<file path="config.mk">
export PLATFORM = sky130hd
export DESIGN_NAME = reg_file_wb
export DESIGN_NICKNAME = d
export VERILOG_FILES = /design/src/rtl/reg_file_wb.sv
export SDC_FILE = /design/constraint.sdc
export NUM_CORES = 2
export LEC_CHECK = 0
export CORE_UTILIZATION = 31
export DETAILED_ROUTE_END_ITERATION = 10
export PLACE_DENSITY = 0.49
export RECOVER_POWER = 25
export SYNTH_ARGS = -nofsm -noshare
export SYNTH_HDL_FRONTEND = slang
export SYNTH_SLANG_ARGS = --single-unit
</file>
<file path="constraint.sdc">
create_clock -name clk -period 6.9 [get_ports clk]
set_input_delay 1.725 -clock clk [delete_from_list [all_inputs] [get_ports clk]]
set_output_delay 1.725 -clock clk [all_outputs]
set_load 0.03 [all_outputs]
</file>
<file path="src/rtl/reg_file_wb.sv">
// Write-back register file: two combinational read ports with optional write->read
// bypass, a registered debug read port, and a committed-write counter.
`timescale 1ns/10ps
module reg_file_wb #(
    parameter int DATA_W = 32,
    parameter int ADDR_W = 5,
    parameter int BYPASS = 1
) (
    input  logic              clk,
    input  logic              rst_n,
    input  logic              we,
    input  logic [ADDR_W-1:0] waddr,
    input  logic [DATA_W-1:0] wdata,
    input  logic [ADDR_W-1:0] raddr1,
    input  logic [ADDR_W-1:0] raddr2,
    output logic [DATA_W-1:0] rdata1,
    output logic [DATA_W-1:0] rdata2,
    input  logic [ADDR_W-1:0] dbg_addr,
    output logic [DATA_W-1:0] dbg_data,
    output logic [31:0]       wr_count
);

    localparam int DEPTH = 2 ** ADDR_W;

    // Entry 0 is the hard-wired zero register and has no storage.
    logic [DATA_W-1:0] regs_q [1:DEPTH-1];
    logic [DATA_W-1:0] regs_d [1:DEPTH-1];
    logic [DATA_W-1:0] dbg_data_q, dbg_data_d;
    logic [31:0]       wr_count_q, wr_count_d;
    logic              commit;
    logic              byp_en;

    assign commit = we && (waddr != '0);
    // Bypass is suppressed while reset is held so reads stay at zero.
    assign byp_en = (BYPASS != 0) && rst_n && we;

    always_comb begin
        regs_d     = regs_q;
        wr_count_d = wr_count_q;
        dbg_data_d = '0;
        if (dbg_addr != '0) begin
            dbg_data_d = regs_q[dbg_addr];
        end
        if (commit) begin
            regs_d[waddr] = wdata;
            wr_count_d    = wr_count_q + 32'd1;
        end
    end

    always_ff @(posedge clk or negedge rst_n) begin
        if (!rst_n) begin
            for (int i = 1; i < DEPTH; i++) begin
                regs_q[i] <= '0;
            end
            dbg_data_q <= '0;
            wr_count_q <= '0;
        end else begin
            regs_q     <= regs_d;
            dbg_data_q <= dbg_data_d;
            wr_count_q <= wr_count_d;
        end
    end

    always_comb begin
        rdata1 = '0;
        if (rst_n && (raddr1 != '0)) begin
            if (byp_en && (waddr == raddr1)) begin
                rdata1 = wdata;
            end else begin
                rdata1 = regs_q[raddr1];
            end
        end
    end

    always_comb begin
        rdata2 = '0;
        if (rst_n && (raddr2 != '0)) begin
            if (byp_en && (waddr == raddr2)) begin
                rdata2 = wdata;
            end else begin
                rdata2 = regs_q[raddr2];
            end
        end
    end

    assign dbg_data = dbg_data_q;
    assign wr_count = wr_count_q;

endmodule
</file>
==> results.json <==
{
  "synthAdderAreaFrac": 0.000197,
  "crit_buf_inv": 3,
  "cts_post_setup_buffers_inserted": 0,
  "synth_nets": 4472,
  "status": "finished, violations left",
  "hpwl_um": 154000,
  "areaGrowthSynthToFinish_pct": 16.7,
  "fillers": 19300,
  "maxClockFrequency_ghz": 0.145,
  "cp.arrival_ns": 5.16,
  "post-route-min-period_ns": 6.88,
  "crit_chain": "clkdlybuf4s50_1 > xor2_1 > nor4_1 > nand4_1 > or2_2 > buf_4 > a31oi_1 > buf_12",
  "ys_warn_count": 0,
  "max-slew-margin-rel": -2.22,
  "drt_iter0_markers": 4110,
  "htree_levels": 4,
  "r2r_start": "wr_count[10]$_DFFE_PN0P_",
  "crit_fanout": 14,
  "worst_r2r_endpoint": "wr_count[31]$_DFFE_PN0P_",
  "slew_viol_final": 451,
  "yosys_most_used_dff": "dfrtp_1",
  "violations": "capacitance limit, slew limit",
  "drc": 0,
  "layout_commonest_cell": "mux2_2",
  "synthCells": 4416,
  "tightest_slew_ns": 4.83,
  "drtPass1Iterations": 7,
  "rows": 165,
  "core_um2": 203000,
  "peakVddDrop_mv": 0.263,
  "start_kind": "input pin",
  "finalPower_uw": 21100,
  "fin_crit_sh": 0.997,
  "yosys.area.top_type": "dfrtp_1",
  "die_area_um2": 207000,
  "holdWs_ns": 0.476,
  "cts-root-buf": "clkbuf_16",
  "cp.required_ns": 5.18,
  "hp-class": "register to register",
  "synth_edf_count": 0,
  "rrSetupSlack_ns": 4.73,
  "critPathSlowestCell": "a31oi_1",
  "num_vias": 44200,
  "fin_nets": 4519,
  "clock_latency_ns": 0.80,
  "yosys.cell_types.count": 48,
  "ys_seq_elements": 1056,
  "synth.avg_cell_area_um2": 14.4,
  "drt_wl_total_um": 257000,
  "vias_per_cell": 6.11,
  "gp_congestion": 0.834,
  "clock_skew_ns": 0.0251,
  "path_clk_slew_ns": 0.05,
  "p_leak_uw": 0.0308,
  "grt_start_max_net_pins": 148,
  "grt_pass1_vias": 45000,
  "maxCapViolCount": 7,
  "post_cts_resized": 0,
  "grt_overflow": 0,
  "final_cell_mix": "1,123 x mux2_2, 1,056 x dfrtp_1, 663 x mux4_2, 205 x mux2i_1, 173 x buf_4",
  "critPathKind": "input pin to primary output",
  "dieWidth_um": 455,
  "die_y_um": 455,
  "yosysSeqAreaShare": 0.415,
  "pin_count": 183,
  "grt_pass1_wl_um": 365000,
  "cp_num_cells": 8,
  "cts_buffers": 134,
  "initial_core_util": 0.313,
  "synth_top_family_by_area": "multiplexers",
  "slowest_delay_ns": 0.76,
  "netlist_area_um2": 63600,
  "setup_viol_count_final": 0,
  "reg2regPathDepth": 6,
  "cts_tree": "yes",
  "yosys-top-cells-area": "dfrtp_1 42%, mux4_2 23%, mux2_2 20%",
  "endpoint_kind": "primary output",
  "synth-xor-area-share": 0.00551,
  "avgRoutedWirePerCell_um": 35.6,
  "critPathTopFamily": "buffers and inverters",
  "antenna_left": 0,
  "critPathLaunch": "waddr[3]",
  "synth_compound_area_frac": 0.0560,
  "synthArstFlopShare": 1.00,
  "grt.total_usage": 0.249,
  "yosysTopAreaCellShare": 0.415,
  "cts.path.max_buffers": 3,
  "critPathCapture": "rdata2[10]",
  "rsz0062_at_grt": "false",
  "cts.sinks": 1056,
  "portBuffers": 182,
  "hold_buffers": 0,
  "hold_viol": 0,
  "synth-simple-area-share": 0.0244,
  "antenna_found_initial": 13,
  "power-per-cell-area_nw_per_um2": 285,
  "layout-drive-gt1-share": 0.511,
  "synthMuxAreaShare": 0.466
}
layout make-up:
class                      instances  area (um^2)  share of cell area
multi-input combinational       2867        35400               0.477
sequential                      1056        26400               0.356
timing repair buffer             400         4630              0.0623
clock buffer                     196         3940              0.0531
tap                             2672         3340              0.0450
clock inverter                    34          447             0.00602
inverter                           4         15.0            0.000202
antenna                            5         12.5            0.000169
power by group:
part	switching, uW	leakage, uW	internal [uW]
logic	2300	0.0151	3060
clock network	2920	0.00215	4250
registers	1190	0.0135	7410
routing by layer:
metal | part of all wire | up-vias | track usage
met5 | 0.00033 | - | 0
met3 | 0.069 | 525 | 0.0500
met4 | 0.047 | 12 | 0.109
met2 | 0.47 | 1939 | 0.397
met1 | 0.41 | 24200 | 0.327
li1 | - | 17600 | -
how the worst min path moves through the flow:
| stage | end | depth (start not counted) | startpoint | slack [ns] |
|---|---|---|---|---|
| floorplan | regs_q[896]$_DFFE_PN0P_ | 1 | regs_q[896]$_DFFE_PN0P_ | 0.51 |
| global placement | wr_count[31]$_DFFE_PN0P_ | 1 | wr_count[31]$_DFFE_PN0P_ | 0.46 |
| detailed placement | wr_count[31]$_DFFE_PN0P_ | 1 | wr_count[31]$_DFFE_PN0P_ | 0.46 |
| CTS | wr_count[31]$_DFFE_PN0P_ | 1 | wr_count[31]$_DFFE_PN0P_ | 0.48 |
| global route | wr_count[31]$_DFFE_PN0P_ | 1 | wr_count[31]$_DFFE_PN0P_ | 0.50 |
| finish | wr_count[31]$_DFFE_PN0P_ | 1 | wr_count[31]$_DFFE_PN0P_ | 0.48 |
registers in the layout, indices dropped and copies added (netlist names):
register  count
wr_count     32
dbg_data     32
regs_q      992
through the flow:
stage | setup slack, ns | TNS [ns] | cell area (um^2) | cells | util
2_1_floorplan | 1.03 | 0 | 63600 | 4416 | -
3_3_place_gp | -0.0246 | -0.0246 | 69900 | 6999 | 0.344
3_5_place_dp | 0.0453 | 0 | 69900 | 6999 | 0.344
4_1_cts | 0.0461 | 0 | 74300 | 7229 | 0.366
5_1_grt | 0.0153 | 0 | 74200 | 7231 | 0.366
6_report | 0.0193 | 0 | 74200 | 7234 | 0.366
cell usage after synthesis, types with 8 or more instances:
| cell type | instances |
|---|---|
| a21oi_1 | 56 |
| a211oi_1 | 15 |
| nor3_1 | 32 |
| nor2b_1 | 23 |
| nor2_1 | 121 |
| mux2i_1 | 205 |
| o22a_1 | 15 |
| o211ai_1 | 34 |
| a31oi_1 | 25 |
| buf_1 | 70 |
| dfrtp_1 | 1056 |
| buf_2 | 150 |
| xnor2_1 | 22 |
| nand3_1 | 13 |
| o21ai_0 | 68 |
| a221oi_1 | 57 |
| nand4_1 | 12 |
| a22o_1 | 32 |
| o22ai_1 | 30 |
| nand2_1 | 107 |
| a211o_1 | 30 |
| clkbuf_1 | 261 |
| mux2_2 | 1123 |
| o221ai_1 | 32 |
| mux4_2 | 663 |
| a22oi_1 | 69 |
| o311ai_0 | 8 |
| xor2_1 | 18 |
worst reg2reg max path, stage by stage (launching register included):
cell and delay (ns):
dfrtp_1 0.45, and4_1 0.30, nand4_1 0.20, nor4_2 0.62, and2_1 0.26, nand3_1 0.10, xnor2_1 0.13
cell families after synthesis:
| family | Yosys count |
|---|---|
| XOR/XNOR | 40 |
| adder cells (fa/ha/maj) | 1 |
| flip-flops | 1056 |
| multiplexers | 1991 |
| AO/OA/AOI/OAI | 492 |
| buffers and inverters | 493 |
| AND/OR/NAND/NOR | 343 |
(Power assumes the default switching activity.)
